File: config.mk
export PLATFORM = sky130hd
export DESIGN_NAME = pipe_stage_skid_flat
export DESIGN_NICKNAME = d
export VERILOG_FILES = /design/src/rtl/pipe_stage_skid_if.sv /design/src/rtl/pipe_stage_skid.sv /design/src/flat_wrapper.sv
export SDC_FILE = /design/constraint.sdc
export NUM_CORES = 1
export LEC_CHECK = 0
export BUFFER_PORTS_ARGS = -buffer_cell sky130_fd_sc_hd__buf_4
export CORE_ASPECT_RATIO = 1.2
export CORE_MARGIN = 4
export CORE_UTILIZATION = 36
export CTS_CLUSTER_SIZE = 12
export DETAILED_ROUTE_END_ITERATION = 12
export SLEW_MARGIN = 20
export SYNTH_ARGS = -nofsm -noshare
export SYNTH_HDL_FRONTEND = slang
export SYNTH_SLANG_ARGS = --single-unit
File: constraint.sdc
create_clock -name CLK -period 2.32 [get_ports CLK]
set_input_delay 0.348 -clock CLK [delete_from_list [all_inputs] [get_ports CLK]]
set_output_delay 0.348 -clock CLK [all_outputs]
set_load 0.005 [all_outputs]
File: src/rtl/pipe_stage_skid_if.sv
// Valid/ready handshake bundle for one pipeline stage: upstream (in_*) and downstream (out_*) sides.
// A beat moves on a side when its valid and ready are both high at the rising clock edge.
interface pipe_stage_skid_if #(
    parameter int DATA_W = 96
);
    logic              in_valid;
    logic              in_ready;
    logic [DATA_W-1:0] in_data;
    logic              out_valid;
    logic              out_ready;
    logic [DATA_W-1:0] out_data;

    // The stage itself.
    modport slave (
        input  in_valid, in_data, out_ready,
        output in_ready, out_valid, out_data
    );

    // The environment around the stage: upstream producer plus downstream consumer.
    modport master (
        output in_valid, in_data, out_ready,
        input  in_ready, out_valid, out_data
    );
endinterface

File: src/rtl/pipe_stage_skid.sv
// Generic pipeline stage register with a two-entry skid buffer, flush-to-bubble and a saturating stall counter.
// in_ready and out_valid are decoded from the registered state only, so no combinational ready path exists.
module pipe_stage_skid #(
    parameter int                DATA_W      = 96,
    parameter logic [DATA_W-1:0] BUBBLE      = {DATA_W{1'b0}},
    parameter int                STALL_CNT_W = 16
) (
    input  logic                   CLK,
    input  logic                   RST,
    input  logic                   CLR,
    pipe_stage_skid_if.slave       bus,
    output logic [1:0]             occupancy,
    output logic [STALL_CNT_W-1:0] stall_cnt
);
    // Encoding equals the number of held beats, so occupancy doubles as the state debug view.
    typedef enum logic [1:0] {
        EMPTY = 2'd0,
        ONE   = 2'd1,
        TWO   = 2'd2
    } state_t;

    state_t                 r_state;
    state_t                 w_state_next;
    logic [DATA_W-1:0]      r_main;
    logic [DATA_W-1:0]      r_skid;
    logic [DATA_W-1:0]      w_main_next;
    logic [DATA_W-1:0]      w_skid_next;
    logic [STALL_CNT_W-1:0] r_stall_cnt;
    logic                   w_in_fire;
    logic                   w_out_fire;
    logic                   w_stall;

    assign bus.out_valid = (r_state != EMPTY);
    assign bus.in_ready  = (r_state != TWO);
    assign bus.out_data  = r_main;
    assign occupancy     = r_state;
    assign stall_cnt     = r_stall_cnt;

    assign w_in_fire  = bus.in_valid & bus.in_ready;
    assign w_out_fire = bus.out_valid & bus.out_ready;
    assign w_stall    = bus.out_valid & ~bus.out_ready;

    always_comb begin
        w_state_next = r_state;
        w_main_next  = r_main;
        w_skid_next  = r_skid;
        case (r_state)
            EMPTY: begin
                if (w_in_fire) begin
                    w_state_next = ONE;
                    w_main_next  = bus.in_data;
                end
            end
            ONE: begin
                if (w_in_fire && w_out_fire) begin
                    w_main_next = bus.in_data;
                end else if (w_in_fire) begin
                    w_state_next = TWO;
                    w_skid_next  = bus.in_data;
                end else if (w_out_fire) begin
                    w_state_next = EMPTY;
                    w_main_next  = BUBBLE;
                end
            end
            TWO: begin
                // in_ready is low here, so only the drain of MAIN can happen.
                if (w_out_fire) begin
                    w_state_next = ONE;
                    w_main_next  = r_skid;
                    w_skid_next  = BUBBLE;
                end
            end
            default: begin
                w_state_next = EMPTY;
                w_main_next  = BUBBLE;
                w_skid_next  = BUBBLE;
            end
        endcase
    end

    always_ff @(posedge CLK) begin
        if (RST) begin
            r_state     <= EMPTY;
            r_main      <= BUBBLE;
            r_skid      <= BUBBLE;
            r_stall_cnt <= '0;
        end else begin
            // Counter keeps running through a flush; only reset clears it.
            if (w_stall && (r_stall_cnt != {STALL_CNT_W{1'b1}})) begin
                r_stall_cnt <= r_stall_cnt + 1'b1;
            end
            if (CLR) begin
                r_state <= EMPTY;
                r_main  <= BUBBLE;
                r_skid  <= BUBBLE;
            end else begin
                r_state <= w_state_next;
                r_main  <= w_main_next;
                r_skid  <= w_skid_next;
            end
        end
    end
endmodule

File: src/flat_wrapper.sv
// flat-port wrapper written by rule: the top's interface ports become plain ports
module pipe_stage_skid_flat 
#(
    parameter int                DATA_W      = 96,
    parameter logic [DATA_W-1:0] BUBBLE      = {DATA_W{1'b0}},
    parameter int                STALL_CNT_W = 16
)
  (CLK, RST, CLR, occupancy, stall_cnt, bus_in_valid, bus_in_data, bus_out_ready, bus_in_ready, bus_out_valid, bus_out_data);
  pipe_stage_skid_if #(.DATA_W(DATA_W)) bus_i ();
  input  logic CLK;
  input  logic RST;
  input  logic CLR;
  output logic [1:0] occupancy;
  output logic [STALL_CNT_W-1:0] stall_cnt;
  input wire logic [$bits(bus_i.in_valid)-1:0] bus_in_valid;
  input wire logic [$bits(bus_i.in_data)-1:0] bus_in_data;
  input wire logic [$bits(bus_i.out_ready)-1:0] bus_out_ready;
  output wire logic [$bits(bus_i.in_ready)-1:0] bus_in_ready;
  output wire logic [$bits(bus_i.out_valid)-1:0] bus_out_valid;
  output wire logic [$bits(bus_i.out_data)-1:0] bus_out_data;
  assign bus_i.in_valid = bus_in_valid;
  assign bus_i.in_data = bus_in_data;
  assign bus_i.out_ready = bus_out_ready;
  assign bus_in_ready = bus_i.in_ready;
  assign bus_out_valid = bus_i.out_valid;
  assign bus_out_data = bus_i.out_data;
  pipe_stage_skid #(.DATA_W(DATA_W), .BUBBLE(BUBBLE), .STALL_CNT_W(STALL_CNT_W)) u_core (.CLK(CLK), .RST(RST), .CLR(CLR), .bus(bus_i), .occupancy(occupancy), .stall_cnt(stall_cnt));
endmodule
==> summary.txt, run 1 <==
Drt
  • Number of design rule violations left after detail routing: 0
  • Initial detailed-routing violation count: 664
  • Aggregate routed wire length: 24.9 mm
  • Via/cell ratio: 5.65
  • Drt pass-1 iters: 5
  • Count of nets left with antenna violations after detail routing: 0
  • Average wire per cell in the routed design: 18.8 microns
  • Via count: 7487

Synthesis
  • Cell area after synthesis: 8040 sq um
  • Cell types occupying the most area after synthesis: sky130_fd_sc_hd__dfxtp_1 52%, sky130_fd_sc_hd__a22oi_1 11%, sky130_fd_sc_hd__nor2_1 8.4%
  • Synth unique cells: 45
  • Post-synth EDFFs: 0
  • Gate count of the mapped netlist: 857
  • Share of synthesized area occupied by flip-flops and latches: 52.3%
  • Asr flop ratio synth: 0%
  • Number of flip-flops and latches in the synthesized netlist: 210
  • Synthesized Nets: 959
  • Yosys top cell area share: 52.3%
  • Yosys Warn Count: 0
  • Synthesized area divided by synthesized cell count: 9.38 sq um
  • Primary FF master, synth: sky130_fd_sc_hd__dfxtp_1
  • Post-synth top area cell: sky130_fd_sc_hd__dfxtp_1

Flow run
  • Total of max-cap violations: 0

Setup path
  • RR Endpoint: u_core.stall_cnt[15]$_SDFFE_PP0P_
  • Slowest cell on the critical path: sky130_fd_sc_hd__dfxtp_1
  • Delay of the slowest critical-path stage: 0.50 ns
  • Critical-path cell list: buf_4 -> nor2b_4 -> inv_1 -> buf_4
  • Worst reg2reg path depth: 4
  • Register-to-register path setup slack: 0.31 ns
  • Arrival time of the worst setup path: 1.67 ns
  • Critical Path Start Type: flip-flop
  • Launching point of the worst reg2reg path: u_core.stall_cnt[2]$_SDFFE_PP0P_
  • Crit. End Element: primary output
  • Worst path most repeated cell: sky130_fd_sc_hd__buf_4
  • Critical path class: reg2out
  • Worst Path Required: 1.97 ns
  • CP Max Fanout: 8

Clock tree
  • Clock-pin transition on the worst setup and hold timing paths: 0.06 ns
  • CTS sink count: 210
  • Latest clock arrival within the worst-skew pair: 0.50 ns
  • Maximum number of buffers from clock root to sink: 3
  • Depth of the CTS H-tree: 1
  • Cell at the root of the clock tree: sky130_fd_sc_hd__clkbuf_16
  • CTS buffer count: 23
  • Clock tree from TritonCTS: yes

Die
  • Vertical die dimension: 172 microns
  • DIE AREA: 24800 sq um
  • I/O pin count: 217
  • Die W: 144 microns
  • Core footprint: 21900 sq um
  • Row cnt: 59
  • Initial core utilization: 36.8%

Pwr
  • Switching Power: 1.88 mW
  • Worst IR Drop VDD: 0.419 mV
  • Share of total power consumed by net switching: 23.6%
  • Relative contribution of the clock network to total power: 43.3%
  • Pwr/cell area: 741 nW/um^2
  • Sequential Power Share: 46.7%
  • Part of the power in combinational logic: 9.9%
  • Leak Pwr: 4.08 nW
  • Internal: 6.08 mW

STA
  • Max-slew violation count: 0
  • Post-route fraction of the period consumed by the critical path: 87.0%
  • Setup repair after global routing missed its margin: false
  • Number of hold violations in the final report: 0
  • Minimum clock period: 2.02 ns
  • Sum Neg Setup Slack: 0 ns
  • Clock tree skew after final layout: 0.0117 ns
  • Final count of negative-setup-slack endpoints: 0
  • Slew margin rel.: 27.6%
  • Worst Max-Slew Pin Slew: 1.09 ns
  • Smallest setup slack after layout: 0.302 ns
  • Maximum clock frequency: 0.496 GHz

Cells and area
  • Antenna Cells: 0
  • Layout overhead on the synthesized area: 33.5%
  • FF/Latch Area: 4200 sq um
  • Share of post-route cells with drive strength above 1: 28.3%
  • Total Nets Final: 1138
  • Area of the multi-input gates: 3490 sq um
  • Filler Cell Count: 2096

Global routing
  • Number of global-route vias before repair: 7004
  • Total routing resource utilization after global routing: 18.7%
  • Grt ovf: 0
  • Maximum number of pins on one net before global-route repair: 53
  • Wire length of the first global-routing pass: 38.1 mm
  • Initial antenna violation count: 0

Hold path
  • Worst hold path startpoint: bus_in_data[55]
  • Path type of the worst min-delay path: in2reg
  • Hold path depth: 3
  • Hold path endpoint: u_core.r_skid[55]$_SDFFE_PP0P_

Placement
  • Weighted congestion at the end of routability-driven global placement: 0.783
  • Post-placement setup slack: 0.324 ns
  • Post-detailed-placement half-perimeter wirelength: 15.4 mm
  • Port Buffers: 216

Outcome
  • Status: finished clean
sequential cells by signal, indices dropped and copies added, names as in the netlist:
signal	flops
u_core.bus.out_data	96
u_core.r_skid	96
u_core.stall_cnt	16
u_core.occupancy	2
power groups by stage:
stage | sequential (mW) | combinational [mW] | clock (mW)
finish | 3.72 | 0.791 | 3.45
global route | 3.72 | 0.861 | 3.68
CTS | 3.71 | 0.798 | 3.53
detailed placement | 3.79 | 0.795 | 0
global placement | 3.79 | 0.792 | 0
floorplan | 3.79 | 0.387 | 0
cell families (layout without fill, tap and decap cells):
logic type	count (synthesis)	after routing	synth area share, %
flip-flops	210	210	52.3
multiplexers	7	7	0.918
adder cells (fa/ha/maj)	1	1	0.156
buffers and inverters	98	292	4.84
AO/OA/AOI/OAI	269	269	27.1
AND/OR/NAND/NOR	272	272	14.7
stage by stage:
step,cell area (sq um),instances,hold WS [ns],utilization [%],power (mW)
after floorplan,8040,857,0.431,-,4.18
after global placement,10000,1282,0.439,45.8,4.59
after detailed placement,10000,1282,0.443,45.8,4.59
after CTS,10700,1322,0.0743,49.0,8.04
after global routing,10700,1325,0.0818,49.1,8.26
final,10700,1325,0.0973,49.1,7.95
Yosys cell counts (5+ instances only):
| master | n |
|---|---|
| sky130_fd_sc_hd__dfxtp_1 | 210 |
| sky130_fd_sc_hd__nor2_1 | 180 |
| sky130_fd_sc_hd__a22oi_1 | 121 |
| sky130_fd_sc_hd__clkbuf_1 | 65 |
| sky130_fd_sc_hd__a222oi_1 | 52 |
| sky130_fd_sc_hd__a32o_1 | 44 |
| sky130_fd_sc_hd__a21oi_1 | 29 |
| sky130_fd_sc_hd__nand2_1 | 26 |
| sky130_fd_sc_hd__nand3_1 | 25 |
| sky130_fd_sc_hd__buf_2 | 16 |
| sky130_fd_sc_hd__buf_1 | 10 |
| sky130_fd_sc_hd__nor2b_1 | 8 |
| sky130_fd_sc_hd__o21ai_0 | 6 |
| sky130_fd_sc_hd__inv_1 | 5 |
| sky130_fd_sc_hd__o31ai_1 | 5 |
| sky130_fd_sc_hd__or3_1 | 5 |
| sky130_fd_sc_hd__or4_1 | 5 |
repair_timing:
action | CTS | global route
setup buffers | 0 | 3
hold buffers | 0 | 0
gates resized for setup | 0 | 0
endpoints found under the setup margin | 0 | 1
cell usage in the layout (no fill, tap or decap), types with 2 or more instances in the layout:
| cell | synthesis | final |
|---|---|---|
| sky130_fd_sc_hd__a21oi_1 | 29 | 29 |
| sky130_fd_sc_hd__a222oi_1 | 52 | 52 |
| sky130_fd_sc_hd__a22oi_1 | 121 | 121 |
| sky130_fd_sc_hd__a32o_1 | 44 | 44 |
| sky130_fd_sc_hd__buf_12 | 0 | 9 |
| sky130_fd_sc_hd__buf_4 | 0 | 237 |
| sky130_fd_sc_hd__clkbuf_1 | 65 | 7 |
| sky130_fd_sc_hd__clkbuf_16 | 0 | 23 |
| sky130_fd_sc_hd__clkbuf_8 | 0 | 6 |
| sky130_fd_sc_hd__clkinv_2 | 0 | 2 |
| sky130_fd_sc_hd__dfxtp_1 | 210 | 210 |
| sky130_fd_sc_hd__inv_1 | 5 | 5 |
| sky130_fd_sc_hd__mux2_2 | 3 | 3 |
| sky130_fd_sc_hd__mux2i_1 | 4 | 4 |
| sky130_fd_sc_hd__nand2_1 | 26 | 26 |
| sky130_fd_sc_hd__nand2b_1 | 2 | 2 |
| sky130_fd_sc_hd__nand3_1 | 25 | 25 |
| sky130_fd_sc_hd__nand4_1 | 4 | 4 |
| sky130_fd_sc_hd__nor2_1 | 180 | 180 |
| sky130_fd_sc_hd__nor2b_1 | 8 | 7 |
| sky130_fd_sc_hd__nor3_1 | 4 | 4 |
| sky130_fd_sc_hd__nor4_1 | 3 | 3 |
| sky130_fd_sc_hd__o21ai_0 | 6 | 6 |
| sky130_fd_sc_hd__o22a_1 | 2 | 2 |
| sky130_fd_sc_hd__o31ai_1 | 5 | 5 |
| sky130_fd_sc_hd__or3_1 | 5 | 5 |
| sky130_fd_sc_hd__or4_1 | 5 | 5 |
critical path, delay by kind of cell (launching register included):
family	cells	cell delay, ns
flip-flops	1	0.50
AND/OR/NAND/NOR	1	0.21
buffers and inverters	3	0.47
metal layers:
layer	vias to the layer above	global-route usage, %	part of all wire, %
met2	243	31.7	48
met4	0	3.53	1.2
met3	19	4.03	7.0
li1	3597	-	-
met1	3628	24.7	44
met5	-	0	0
worst max-delay path by stage:
stage,startpoint,endpoint,slack (ns),cells after the start
final,u_core.occupancy[1]$_SDFFE_PP0P_,bus_in_ready,0.30,4
after global placement,u_core.stall_cnt[8]$_SDFFE_PP0P_,u_core.stall_cnt[15]$_SDFFE_PP0P_,0.32,4
after detailed placement,u_core.stall_cnt[2]$_SDFFE_PP0P_,u_core.stall_cnt[15]$_SDFFE_PP0P_,0.32,4
after global routing,u_core.stall_cnt[2]$_SDFFE_PP0P_,u_core.stall_cnt[15]$_SDFFE_PP0P_,0.18,4
after CTS,u_core.occupancy[1]$_SDFFE_PP0P_,bus_in_ready,0.07,4
after floorplan,u_core.stall_cnt[10]$_SDFFE_PP0P_,u_core.stall_cnt[15]$_SDFFE_PP0P_,0.43,5
cell type report:
type / count / share of cell area, %
flip-flops and latches: 210 / 39.2
multi-input cells: 549 / 32.6
repair buffers: 246 / 18.3
clock buffers: 36 / 6.38
well taps: 274 / 3.19
clock inverters: 4 / 0.245
inverters: 6 / 0.210
(Power assumes the default switching activity.)
==> run 2: changes to the inputs <==
CAP_MARGIN = 20   (was not set)
MAX_ROUTING_LAYER = met4   (was not set)
REMOVE_ABC_BUFFERS = 1   (was not set)
==> run 2 against run 1 <==
Utilization is 0.19 points lower. Final cell count is 0.91% lower. Total power hardly changed. Wire length is 0.79% lower. Count of clock-buffer cells in the layout is 2 lower. Clock skew is 0.0019 ns higher. Sequential power hardly changed. Clock power hardly changed. Largest power group unchanged.
==> summary.txt, run 2 (synthesis results as in run 1) <==
Clock tree
  • Latest clock arrival within the worst-skew pair: 0.49 ns (about the same)
  • Post-CTS setup-driven buffer insertion count: 0 (unchanged)
  • Maximum number of buffers from clock root to sink: 3 (unchanged)
  • Cell at the root of the clock tree: sky130_fd_sc_hd__clkbuf_16
  • Clock-pin transition on the worst setup and hold timing paths: 0.06 ns (about the same)
  • Depth of the CTS H-tree: 1 (unchanged)
  • Post-cts repair resize count: 0 (unchanged)
  • Count of hold buffers inserted by post-cts repair: 0 (unchanged)
  • CTS buffer count: 23 (unchanged)
  • Clock tree from TritonCTS: yes
  • CTS sink count: 210 (unchanged)

Cells and area
  • Total Nets Final: 1128 (-0.88%)
  • Antenna Cells: 0 (unchanged)
  • Share of post-route cells with drive strength above 1: 27.4% (-0.83 points)
  • Area of the multi-input gates: 3490 sq um (unchanged)
  • Post-layout instance count excluding filler cells: 1313 (-0.91%)
  • Most common cell after layout, fill and taps aside: sky130_fd_sc_hd__buf_4
  • Layout overhead on the synthesized area: 33.0%
  • Filler Cell Count: 2056 (-1.9%)
  • Top library cells by usage in the layout, fill and taps aside: 225 x sky130_fd_sc_hd__buf_4, 210 x sky130_fd_sc_hd__dfxtp_1, 180 x sky130_fd_sc_hd__nor2_1
  • FF/Latch Area: 4200 sq um (unchanged)

Global routing
  • Total routing resource utilization after global routing: 19.3% (+0.59 points)
  • Maximum number of pins on one net before global-route repair: 87 (+64%)
  • Grt ovf: 0 (unchanged)
  • Number of global-route vias before repair: 7067 (+0.90%)
  • Wire length of the first global-routing pass: 38.4 mm (+0.87%)
  • Initial antenna violation count: 0 (unchanged)

Drt
  • Drt pass-1 iters: 6 (+1)
  • Via/cell ratio: 5.74 (+1.6%)
  • Met1 WL: 10.4 mm (-5.1%)
  • Average wire per cell in the routed design: 18.8 microns (+0.11%)
  • Routed wire length on met3: 1.62 mm (-7.3%)
  • Initial detailed-routing violation count: 809 (+22%)
  • Highest routed metal layer: met4
  • Number of design rule violations left after detail routing: 0 (unchanged)
  • Count of nets left with antenna violations after detail routing: 0 (unchanged)
  • Via count: 7537 (+0.67%)
  • Met2 Routed Length: 12.2 mm (+2.5%)
  • Aggregate routed wire length: 24.7 mm (-0.79%)

Setup path
  • Register-to-register path setup slack: 0.25 ns (-0.06 ns)
  • Worst Path Required: 2.70 ns (+0.73 ns)
  • RR Endpoint: u_core.stall_cnt[15]$_SDFFE_PP0P_
  • Critical path class: reg2reg
  • Crit. End Element: flip-flop
  • Worst reg2reg path depth: 4 (unchanged)
  • Launching point of the worst reg2reg path: u_core.stall_cnt[2]$_SDFFE_PP0P_
  • Arrival time of the worst setup path: 2.44 ns (+0.77 ns)
  • CP Max Fanout: 8 (unchanged)
  • Critical Path Start Type: flip-flop

Placement
  • Port Buffers: 216 (unchanged)
  • Post-placement setup slack: 0.296 ns (-0.0285 ns)
  • Post-detailed-placement half-perimeter wirelength: 15.3 mm (-0.76%)
  • Weighted congestion at the end of routability-driven global placement: 0.846 (+7.9%)
  • Number of placed instances, taps included: 1275 (-0.55%)

STA
  • Setup repair after global routing missed its margin: false
  • Final count of negative-setup-slack endpoints: 0 (unchanged)
  • Maximum clock frequency: 0.484 GHz (-2.3%)
  • Number of hold violations in the final report: 0 (unchanged)
  • Clock tree skew after final layout: 0.0136 ns (+0.00190 ns)
  • Smallest setup slack after layout: 0.255 ns (-0.0479 ns)
  • Worst Max-Slew Pin Slew: 0.627 ns (-0.459 ns)
  • Slew margin rel.: 57.8% (+30 points)
  • Post-route fraction of the period consumed by the critical path: 89.0% (+2.1 points)
  • Minimum clock period: 2.07 ns (+0.0479 ns)
  • Max-slew violation count: 0 (unchanged)

Die
  • Core footprint: 21900 sq um (unchanged)
  • Vertical die dimension: 172 microns (unchanged)
  • Die W: 144 microns (unchanged)
  • Initial core utilization: 36.8% (unchanged)
  • Row cnt: 59 (unchanged)
  • DIE AREA: 24800 sq um (unchanged)
  • I/O pin count: 217 (unchanged)

Hold path
  • Path type of the worst min-delay path: in2reg
  • Hold path depth: 3 (unchanged)
  • Hold path endpoint: u_core.r_skid[61]$_SDFFE_PP0P_
  • Worst hold path startpoint: bus_in_data[61]

Flow run
  • Total of max-cap violations: 0 (unchanged)

Pwr
  • Leak Pwr: 4.04 nW (-0.89%)
  • Pwr/cell area: 744 nW/um^2 (+0.38%)
  • Worst IR Drop VDD: 0.472 mV (+13%)

Outcome
  • Status: finished clean
-- run 2: changes by cell type in the layout (fill, tap and decap cells not counted) --
cell and change:
sky130_fd_sc_hd__bufinv_16 +1, sky130_fd_sc_hd__buf_16 +2, sky130_fd_sc_hd__buf_4 -12, sky130_fd_sc_hd__clkbuf_8 -2
sky130_fd_sc_hd__inv_6 -1
-- run 2: layout make-up --
class                           count  area share (%)
Sequential cell                   210            39.3
Multi-Input combinational cell    549            32.7
Timing Repair Buffer              236            18.0
Clock buffer                       34            6.14
Tap cell                          274            3.21
Clock inverter                      4           0.445
Inverter                            6           0.211
-- run 2: worst max path at each step --
stage | depth (start not counted) | from | slack [ns] | to
6_report | 4 | u_core.stall_cnt[2]$_SDFFE_PP0P_ | 0.25 | u_core.stall_cnt[15]$_SDFFE_PP0P_
3_5_place_dp | 4 | u_core.stall_cnt[9]$_SDFFE_PP0P_ | 0.30 | u_core.stall_cnt[15]$_SDFFE_PP0P_
5_1_grt | 4 | u_core.stall_cnt[2]$_SDFFE_PP0P_ | 0.13 | u_core.stall_cnt[15]$_SDFFE_PP0P_
2_1_floorplan | 4 | bus_in_valid | -2.27 | u_core.r_skid[10]$_SDFFE_PP0P_
3_3_place_gp | 4 | u_core.occupancy[0]$_SDFFE_PP0P_ | 0.31 | u_core.bus.out_data[22]$_SDFFE_PP0P_
4_1_cts | 4 | u_core.occupancy[1]$_SDFFE_PP0P_ | 0.27 | bus_in_ready
-- run 2: power breakdown --
part | total (mW) | internal [mW] | switching (mW)
sequential | 3.72 | 3.68 | 0.0436
clock | 3.44 | 2.05 | 1.39
combinational | 0.792 | 0.388 | 0.404
-- run 2: layer usage --
layer  track usage (%)  up-vias
met5                 -        -
met4              4.83        0
met3              2.98       34
met2              31.1      274
met1              25.4     3654
li1                  -     3575
-- run 2: metrics by stage --
step	TNS, ns	utilization, %	hold WS [ns]	total power [mW]	area, sq um
final	0	48.9	0.109	7.95	10700
after global routing	0	48.9	0.101	8.27	10700
after CTS	0	48.9	0.0938	8.05	10700
after detailed placement	0	45.7	0.444	4.59	9990
after global placement	0	45.5	0.437	4.57	9930
after floorplan	-316.84	-	0.417	4.14	7670
-- run 2: worst max-delay path: stages (launching register included) --
cell,delay (ns)
sky130_fd_sc_hd__dfxtp_1,0.46
sky130_fd_sc_hd__nand4_1,0.20
sky130_fd_sc_hd__or4_1,0.57
sky130_fd_sc_hd__nor4_1,0.36
sky130_fd_sc_hd__mux2_2,0.37
